===== src/rtl/prim_clk_div_pkg.sv =====
// Shared state encodings for the multi-channel clock-enable divider.
package prim_clk_div_pkg;

    // Per-channel FSM encoding.
    typedef logic [1:0] ch_state_e;
    localparam ch_state_e CH_IDLE  = 2'd0;
    localparam ch_state_e CH_RUN   = 2'd1;
    localparam ch_state_e CH_DRAIN = 2'd2;

    // Ratio-update handshake FSM encoding.
    typedef logic [0:0] cfg_state_e;
    localparam cfg_state_e CFG_IDLE = 1'b0;
    localparam cfg_state_e CFG_PEND = 1'b1;

endpackage


===== src/rtl/prim_clk_div_ch.sv =====
// One divider channel: run/drain FSM, period counter, active ratio and outputs.
// A staged ratio is adopted only when idle or on the last cycle of a period.
module prim_clk_div_ch
    import prim_clk_div_pkg::*;
#(
    parameter int unsigned DivW     = 4,
    parameter int unsigned ResetDiv = 0
) (
    input  logic            clk_i,
    input  logic            rst_i,
    input  logic            test_en_i,
    input  logic            ch_en_i,
    input  logic            pend_i,
    input  logic [DivW-1:0] staged_i,
    output logic            loaded_o,
    output logic            active_o,
    output logic            stb_o,
    output logic            clk_div_o
);

    ch_state_e       state_q, state_d;
    logic [DivW-1:0] cnt_q, cnt_d;
    logic [DivW-1:0] div_q, div_d;
    logic            clk_div_q, clk_div_d;
    logic            last;
    logic [DivW:0]   half;

    // Next-state for FSM, counter, ratio and registered divided-clock level.
    always_comb begin
        last     = (cnt_q == div_q);
        loaded_o = pend_i && ((state_q == CH_IDLE) || last);
        div_d    = loaded_o ? staged_i : div_q;
        state_d  = state_q;
        cnt_d    = cnt_q;

        unique case (state_q)
            CH_IDLE: begin
                cnt_d = '0;
                if (ch_en_i) state_d = CH_RUN;
            end
            CH_RUN: begin
                if (last) begin
                    cnt_d = '0;
                    if (!ch_en_i) state_d = CH_IDLE;
                end else begin
                    cnt_d = cnt_q + 1'b1;
                    if (!ch_en_i) state_d = CH_DRAIN;
                end
            end
            CH_DRAIN: begin
                // Finish the current period; re-enable resumes without restarting it.
                if (last) begin
                    cnt_d   = '0;
                    state_d = ch_en_i ? CH_RUN : CH_IDLE;
                end else begin
                    cnt_d = cnt_q + 1'b1;
                    if (ch_en_i) state_d = CH_RUN;
                end
            end
            default: begin
                state_d = CH_IDLE;
                cnt_d   = '0;
            end
        endcase

        // High phase is ceil(R/2) cycles, computed one bit wider to cover R = 2^DivW.
        half      = ({1'b0, div_d} + (DivW+1)'(2)) >> 1;
        clk_div_d = (state_d != CH_IDLE) && ({1'b0, cnt_d} < half);
    end

    // Channel state registers with synchronous reset.
    always_ff @(posedge clk_i) begin
        if (rst_i) begin
            state_q   <= CH_IDLE;
            cnt_q     <= '0;
            div_q     <= DivW'(ResetDiv);
            clk_div_q <= 1'b0;
        end else begin
            state_q   <= state_d;
            cnt_q     <= cnt_d;
            div_q     <= div_d;
            clk_div_q <= clk_div_d;
        end
    end

    assign active_o  = (state_q != CH_IDLE);
    assign stb_o     = ((state_q == CH_RUN) && (cnt_q == '0)) || test_en_i;
    assign clk_div_o = clk_div_q;

endmodule


===== src/rtl/prim_multi_clk_div_gen.sv =====
// Multi-channel clock-enable generator: NumCh divider channels plus the
// shared ratio-update handshake (staged values, per-channel pending mask).
module prim_multi_clk_div_gen
    import prim_clk_div_pkg::*;
#(
    parameter int unsigned NumCh    = 4,
    parameter int unsigned DivW     = 4,
    parameter int unsigned ResetDiv = 0
) (
    input  logic                  clk_i,
    input  logic                  rst_i,
    input  logic                  test_en_i,
    input  logic [NumCh-1:0]      ch_en_i,
    input  logic [NumCh*DivW-1:0] div_i,
    input  logic                  cfg_req_i,
    output logic                  cfg_busy_o,
    output logic                  cfg_ack_o,
    output logic [NumCh-1:0]      ch_active_o,
    output logic [NumCh-1:0]      stb_o,
    output logic [NumCh-1:0]      clk_div_o
);

    cfg_state_e                   cfg_state_q, cfg_state_d;
    logic [NumCh-1:0][DivW-1:0]   staged_q, staged_d;
    logic [NumCh-1:0]             pend_q, pend_d;
    logic [NumCh-1:0]             loaded;
    logic                         cfg_ack_q, cfg_ack_d;

    // Config handshake: capture in idle, retire pending channels as they load.
    always_comb begin
        cfg_state_d = cfg_state_q;
        staged_d    = staged_q;
        pend_d      = pend_q & ~loaded;
        cfg_ack_d   = 1'b0;

        unique case (cfg_state_q)
            CFG_IDLE: begin
                if (cfg_req_i) begin
                    staged_d    = div_i;
                    pend_d      = '1;
                    cfg_state_d = CFG_PEND;
                end
            end
            CFG_PEND: begin
                // Requests are ignored here; ack lands in idle so a new request can follow.
                if (pend_d == '0) begin
                    cfg_state_d = CFG_IDLE;
                    cfg_ack_d   = 1'b1;
                end
            end
            default: begin
                cfg_state_d = CFG_IDLE;
                pend_d      = '0;
            end
        endcase
    end

    // Config registers with synchronous reset; reset drops any pending update.
    always_ff @(posedge clk_i) begin
        if (rst_i) begin
            cfg_state_q <= CFG_IDLE;
            staged_q    <= {NumCh{DivW'(ResetDiv)}};
            pend_q      <= '0;
            cfg_ack_q   <= 1'b0;
        end else begin
            cfg_state_q <= cfg_state_d;
            staged_q    <= staged_d;
            pend_q      <= pend_d;
            cfg_ack_q   <= cfg_ack_d;
        end
    end

    assign cfg_busy_o = (cfg_state_q == CFG_PEND);
    assign cfg_ack_o  = cfg_ack_q;

    for (genvar c = 0; c < NumCh; c++) begin : g_ch
        prim_clk_div_ch #(
            .DivW     (DivW),
            .ResetDiv (ResetDiv)
        ) u_ch (
            .clk_i     (clk_i),
            .rst_i     (rst_i),
            .test_en_i (test_en_i),
            .ch_en_i   (ch_en_i[c]),
            .pend_i    (pend_q[c]),
            .staged_i  (staged_q[c]),
            .loaded_o  (loaded[c]),
            .active_o  (ch_active_o[c]),
            .stb_o     (stb_o[c]),
            .clk_div_o (clk_div_o[c])
        );
    end

endmodule


===== config.mk =====
export PLATFORM = sky130hd
export DESIGN_NAME = prim_multi_clk_div_gen
export DESIGN_NICKNAME = d
export VERILOG_FILES = /design/src/rtl/prim_clk_div_pkg.sv /design/src/rtl/prim_clk_div_ch.sv /design/src/rtl/prim_multi_clk_div_gen.sv
export SDC_FILE = /design/constraint.sdc
export NUM_CORES = 1
export LEC_CHECK = 0
export ABC_AREA = 1
export CAP_MARGIN = 15
export CORE_MARGIN = 2
export CORE_UTILIZATION = 30
export CTS_CLUSTER_DIAMETER = 40
export DETAILED_ROUTE_END_ITERATION = 10
export GPL_TIMING_DRIVEN = 0
export HOLD_SLACK_MARGIN = 0.08
export PLACE_DENSITY = 0.54
export SYNTH_ARGS = -nofsm -noshare
export SYNTH_HDL_FRONTEND = slang
export SYNTH_SLANG_ARGS = --single-unit

===== constraint.sdc =====
create_clock -name clk_i -period 2.65 [get_ports clk_i]
set_input_delay 0.795 -clock clk_i [delete_from_list [all_inputs] [get_ports clk_i]]
set_output_delay 0.795 -clock clk_i [all_outputs]
set_load 0.01 [all_outputs]

==> results summary, run 1 <==
The run finished with clean final reports. The number of setup violations in the final report came out at 0. The number of input and output port buffers inserted came out at 37. The count of cells in the finished layout, fillers not included, comes to 769. The number of hold violations in the final report came out at 0.

The fraction of post-synthesis cell area in the top cell type by area is 34.1%. Summing every instance area after synthesis gives 3880 um^2. The final hold slack is 475 ps. The count of nets left with antenna violations once routing finished came out at 0. The highest-delay cell along the critical path is clkdlybuf4s50_1. The initial antenna violation count is 0. The min-delay analysis places its worst path in the category reg -> reg.

The data arrival time at the worst-slack endpoint is 1760 ps. In this run the tightest slew margin relative to its limit is 54.3%. The peak ir drop on the vdd network is 391 uV. For the worst flop-to-flop path, the logic depth is 16. Setup repair after global routing left no endpoint under its margin.

The TritonCTS buffer count is 9. The number of global-route vias before repair is 3293. The HPWL after detailed placement is 7060 um. The global-route wire length before repair is 15300 um. The number of levels in the clock H-tree came out at 3. Summed over all instances, the cell type with the most area after synthesis is dfxtp_1. The worst path required time is 1860 ps. After synthesis, flip-flops and latches occupy 34.1% of the total area. Counting both buffers and inverters, the worst setup path holds a total of 4. The total via count in the routed design is 3409. The internal reg-to-reg setup slack came out at 300 ps. The repair_antennas step left the layout with diodes totalling 0. The slew of the pin with the lowest slew margin came out at 685 ps.

The buffers inserted during post-CTS setup optimization came out at 0. The mean instance size in the synthesized netlist came out at 7.11 um^2. The count of nets after finishing is 657.

The signal on the critical path passes through inv_1 -> ha_1 -> inv_2 -> buf_4 -> clkdlybuf4s50_1. The critical path depth in cells is 5. After layout, the worst path uses 96.6% of the clock period. The maximum clock insertion buffer count came out at 2.

The die span in y came out at 118 um. The clock transition at the registers of the reported paths came out at 60 ps. The mean routed wirelength per cell is 11.8 um. The maximum clock skew at final layout is 7.14 ps. The final count of pins violating max slew is 0. The design draws 2790 uW. After filler insertion, the fill cell instance count of the layout stands at 1363. In this run, the number of DRC markers left after iteration 0 of detailed routing was 144. The total die area came out at 13800 um^2. The clock latency on the worst-skew pair is 320 ps. For this run, the slowest stage of the critical path takes 520 ps. The share of post-route cells with drive strength above 1 is 12.1%. Synthesis handed over a netlist of 545 instances. In this run the horizontal extent of the chip is 118 um. TritonCTS built the clock tree. STA classifies the critical path endpoint as an output port.

Leaving out fill and tap cells, the most frequent cells in the layout are nand2_1 (106), inv_1 (76), dfxtp_1 (65). The largest net degree at the start of global routing is 11. The layout overhead on the synthesized area is 22.6%.

The number of top-level pins came out at 38. Across every metal layer, demand over resource in global routing totals 13.6%. The count of state elements after synthesis is 66. The worst hold path was traced through 2 stages.

The launching element type of the critical path is a flop. The number of sinks driven by the clock tree came out at 66. Summed over all cells, the static leakage comes to 0.00211 uW. After floorplanning, the core was sized to cover 12600 um^2. The placer congestion estimate came out at 0.768.

Leaving out fill and tap cells, the most frequent cell in the layout is nand2_1. The kind of cell with the highest combined delay along the critical path is buffers and inverters. The post-synthesis cell type count is 24. The cell row count came out at 41. The aggregate global routing overflow is 0. The number of design rule violations left after detail routing is 0.

The first detailed-routing pass ran for 4 iterations. Synthesis produced a netlist with a net count of 609. Wires add up to 9110 um. The final critical path time including I/O delays and setup is 2560 ps. The max-capacitance violation count came out at 0. The count of yosys warnings during synthesis came out at 0. The highest fanout seen on the critical path is 4. For this configuration, the core starts out at a cell density of 30.7%.

Measured on the finished design, the core utilization comes to 37.7%. The placed instance count is 754. The via-per-instance ratio came out at 4.43. The critical path is of the reg -> out type. The maximum clock frequency came out at 0.391 GHz. After routing the design area is 4750 um^2. The placed instances occupy a cell area of 4460 um^2. After synthesis, the cell types taking the most area are dfxtp_1 (34%), ha_1 (13%), nand2_1 (10%). The power density over cell area is 587 nW/um^2. The clock tree root driver cell is clkbuf_16.
-- synthesized netlist by cell type (all sizes together) --
master  count
dfxtp      66
nand3      48
o21ai      32
inv        89
nor2       66
a21boi      4
nor3       13
xnor2       8
a21oi      26
ha         40
nand2     122
xor2        4
a211o       4
clkbuf     10
nand4       1
buf        12
-- sequential cells by signal, summed over array words and instances, names as in the netlist --
register and flops:
g_ch.u_ch.div_q 16, pend_q 4, staged_q 16, g_ch.u_ch.state_q 8, cfg_ack_o 1, cfg_busy_o 1, g_ch.u_ch.clk_div_o 4, g_ch.u_ch.cnt_q 16
-- cells by family (layout without fill, tap and decap cells) --
family	Yosys count	count (layout)	share of synthesized area (%)
flops	66	66	34.1
compound gates	66	66	10.0
fa+ha+maj	40	40	12.9
buf+inv	111	163	11.9
xor+xnor	12	12	2.71
simple gates	250	250	28.4
-- tightest hold or removal path, stage by stage (launching register included) --
cell and delay, ps:
dfxtp_1 290, inv_1 70, a21oi_1 60
-- through the flow --
step | setup WS (ps) | TNS [ps]
global route | 19.2 | 0
finish | 91.1 | 0
floorplan | 578 | 0
CTS | 15.0 | 0
global placement | -384 | -2380
detailed placement | -347 | -2280
-- cell type report --
type                    count  area [um^2]  area share (%)
multi-input cells         368         2100            44.2
flip-flops and latches     66         1320            27.8
repair buffers             37          364            7.66
inverters                  89          337            7.08
clock buffers              12          246            5.18
well taps                 172          215            4.53
plain buffers              22          128            2.68
clock inverters             3         40.0           0.842
-- final timing paths --
path | end | startpoint
hold / removal | staged_q[7]$_SDFFE_PP0P_ | staged_q[7]$_SDFFE_PP0P_
setup / recovery | ch_active_o[0] | g_ch[0].u_ch.state_q[0]$_SDFF_PP0_
setup reg to reg | g_ch[2].u_ch.clk_div_o$_SDFF_PP0_ | g_ch[2].u_ch.cnt_q[0]$_SDFF_PP0_
hold reg to reg | staged_q[7]$_SDFFE_PP0P_ | staged_q[7]$_SDFFE_PP0P_
-- timing repair --
item | CTS | global route
gates cloned | 0 | 0
hold buffers | 0 | 0
pin swaps | 0 | 0
gates resized for setup | 14 | 4
setup endpoints to repair | 5 | 3
-- metal layers --
metal,vias to the layer above,wire (um),track usage [%]
met2,48,4210,22.7
met4,0,162,4.89
met1,1543,4460,17.8
li1,1804,-,-
met3,14,271,2.23
met5,-,0,0
-- power by group --
group	switching (uW)	internal, uW
logic	310	230
clock network	410	745
registers	39.8	1060
total	760	2030
No activity file was read; power rests on OpenSTA's default activity.
==> inputs of run 2 (changes only) <==
--- a/config.mk
+++ b/config.mk
@@ -14,6 +14,7 @@
 export GPL_TIMING_DRIVEN = 0
 export HOLD_SLACK_MARGIN = 0.08
 export PLACE_DENSITY = 0.54
+export REMOVE_ABC_BUFFERS = 1
 export SYNTH_ARGS = -nofsm -noshare
 export SYNTH_HDL_FRONTEND = slang
 export SYNTH_SLANG_ARGS = --single-unit
==> constraint.sdc (replaced) <==
create_clock -name clk_i -period 2.65 [get_ports clk_i]
set_input_delay 0.795 -clock clk_i [delete_from_list [all_inputs] [get_ports clk_i]]
set_output_delay 0.795 -clock clk_i [all_outputs]
set_load 0.1 [all_outputs]
==> results summary, run 2 (synthesis results as in run 1) <==
The mean routed wirelength per cell is 11.3 um (was 11.8 um). The worst slew margin relative to its limit came to 33.8% (was 54.3%). The highest-delay cell along the critical path is clkdlybuf4s50_1 (unchanged). The number of setup violations in the final report was 0 (unchanged). The number of buffers inserted by hold repair at cts was 0 (unchanged). The number of top-level pins is 38 (unchanged).

The final non-filler cell total is 748 (was 769). The launching element type of the critical path is a primary input (was flop). The class of the most critical hold timing path is reg -> reg (unchanged).

The number of sinks driven by the clock tree is 66 (unchanged). The final worst-path cycle share came out at 97.2% (was 96.6%). The placer congestion estimate is 0.814 (was 0.768). The internal reg-to-reg setup slack came out at 320 ps (was 300 ps). The number of resized instances in the post-cts repair step came out at 43 (was 14). Run status: complete, no violations (unchanged). The global-route wire length before repair was 14200 um (was 15300 um).

The number of input and output port buffers inserted came out at 37 (unchanged). The remaining antenna violation count is 0 (unchanged). The core region area came out at 12600 um^2 (unchanged). The most frequent standard cell in the layout excluding fill and tap cells is nand2_1 (unchanged). The number of levels in the clock H-tree was 3 (unchanged). Unrepaired setup endpoints after global routing: true (was false). The initial antenna violation count came out at 0 (unchanged). The global-route total usage across every layer is 12.7% (was 13.6%).

The largest stage delay on the critical path is 470 ps (was 520 ps). Biggest regs: g_ch.u_ch.cnt_q (16), g_ch.u_ch.div_q (16), staged_q (16) (unchanged). Ordered list of cells on the worst path: clkdlybuf4s50_1 -> inv_2 -> o21ai_0 -> buf_6 (was inv_1 -> ha_1 -> inv_2 -> buf_4 -> clkdlybuf4s50_1). The total detailed-routing wirelength came to 8480 um (was 9110 um). The placed instance count came out at 732 (was 754). The length of the first detailed-routing pass in iterations came out at 4 (unchanged). The largest net degree at the start of global routing is 48 (was 11). The starting utilization of the core area came out at 30.7% (unchanged).

The peak ir drop on the vdd network is 250 uV (was 391 uV). The final antenna diode count is 0 (unchanged). The leakage power of the design is 0.00206 uW (was 0.00211 uW). The maximum clock skew at final layout is 4.03 ps (was 7.14 ps).

The buffers inserted during post-CTS setup optimization came out at 0 (unchanged). The slew of the pin with the lowest slew margin is 997 ps (was 685 ps). The final design instance area without fill came out at 4610 um^2 (was 4750 um^2). The HPWL after detailed placement is 6520 um (was 7060 um). The count of nets after finishing is 635 (was 657). The TritonCTS clock tree is yes (unchanged).

The instance area at placement is 4330 um^2 (was 4460 um^2). The number of DRC violations after detailed-routing iteration 0 is 121 (was 144). The final critical path time including I/O delays and setup is 2580 ps (was 2560 ps).

The data arrival time at the worst-slack endpoint came to 1780 ps (was 1760 ps). The total via count in the routed design came out at 3292 (was 3409). The x dimension of the die is 118 um (unchanged).

The number of hold violations in the final report is 0 (unchanged). The TritonCTS buffer count came out at 9 (unchanged). The max-capacitance violation count is 0 (unchanged). The kind of capture point of the worst setup path is an output port (unchanged).

The final count of pins violating max slew was 0 (unchanged). The number of design rule violations left after detail routing came out at 0 (unchanged). The aggregate global routing overflow is 0 (unchanged). The clock tree root driver cell is clkbuf_16 (unchanged). The die span in y is 118 um (unchanged).

The total die area is 13800 um^2 (unchanged). The kind of critical path is in -> out (was reg -> out). The filler cell count in the final layout is 1390 (was 1363). The clock transition at the registers of the reported paths came out at 50 ps (was 60 ps).

The clock latency on the worst-skew pair came out at 330 ps (was 320 ps). The cell row count came out at 41 (unchanged). The via-per-instance ratio came out at 4.40 (was 4.43). The share of post-route cells with drive strength above 1 is 11.1% (was 12.1%).

Commonest non-fill, non-tap cells in the layout: nand2_1 (106), inv_1 (80), dfxtp_1 (66) (was nand2_1 (106), inv_1 (76), dfxtp_1 (65)). The worst path required time came out at 1860 ps (about the same). The maximum clock insertion buffer count was 2 (unchanged).

The number of global-route vias before repair is 3234 (was 3293). The maximum clock frequency came out at 0.388 GHz (was 0.391 GHz). The power density over cell area is 615 nW/um^2 (was 587 nW/um^2). The highest fanout seen on the critical path is 4 (unchanged). The layout overhead on the synthesized area is 18.8% (was 22.6%).
## run 2: critical path, delay by kind of cell
kind / cells / cell delay [ps]
buffers and inverters: 3 / 840
AO/OA/AOI/OAI: 1 / 150
## run 2: per-stage QoR
| step | TNS, ps | power, uW | hold slack, ps | worst slack [ps] | utilization, % |
|---|---|---|---|---|---|
| floorplan | -3810 | 1600 | 445 | -895 | - |
| global placement | -35070 | 1780 | 465 | -1110 | 34.4 |
| detailed placement | -3980 | 1790 | 470 | -902 | 34.3 |
| CTS | 0 | 2880 | 478 | 3.66 | 36.5 |
| global route | -2.46 | 2980 | 500 | -2.46 | 36.5 |
| finish | 0 | 2830 | 474 | 73.8 | 36.5 |
## run 2: layout make-up
class	count	area [um^2]	share of cell area (%)
multi-input combinational	368	2090	45.5
sequential	66	1320	28.7
timing repair buffer	37	368	7.99
inverter	89	334	7.25
clock buffer	11	243	5.27
tap	172	215	4.67
clock inverter	5	30.0	0.652
## run 2: layer usage
layer / global-route usage (%) / wire length (um)
met1: 14.7 / 3970
met2: 21.8 / 4000
met3: 2.76 / 277
met4: 6.93 / 232
met5: 0 / 0
## run 2: power breakdown
part	total [uW]	leakage, uW	internal (uW)	switching, uW
clock	1080	0.000131	652	425
combinational	661	0.00139	197	464
sequential	1100	0.000541	1060	40.3
total	2830	0.00206	1910	929
## run 2: path summary, 6_finish.rpt
path	end	from	cells past startpoint
worst min register to register	staged_q[3]$_SDFFE_PP0P_	staged_q[3]$_SDFFE_PP0P_	2
worst min-delay path	staged_q[3]$_SDFFE_PP0P_	staged_q[3]$_SDFFE_PP0P_	2
worst max register to register	g_ch[2].u_ch.clk_div_o$_SDFF_PP0_	g_ch[2].u_ch.state_q[0]$_SDFF_PP0_	15
worst max-delay path	stb_o[2]	test_en_i	4
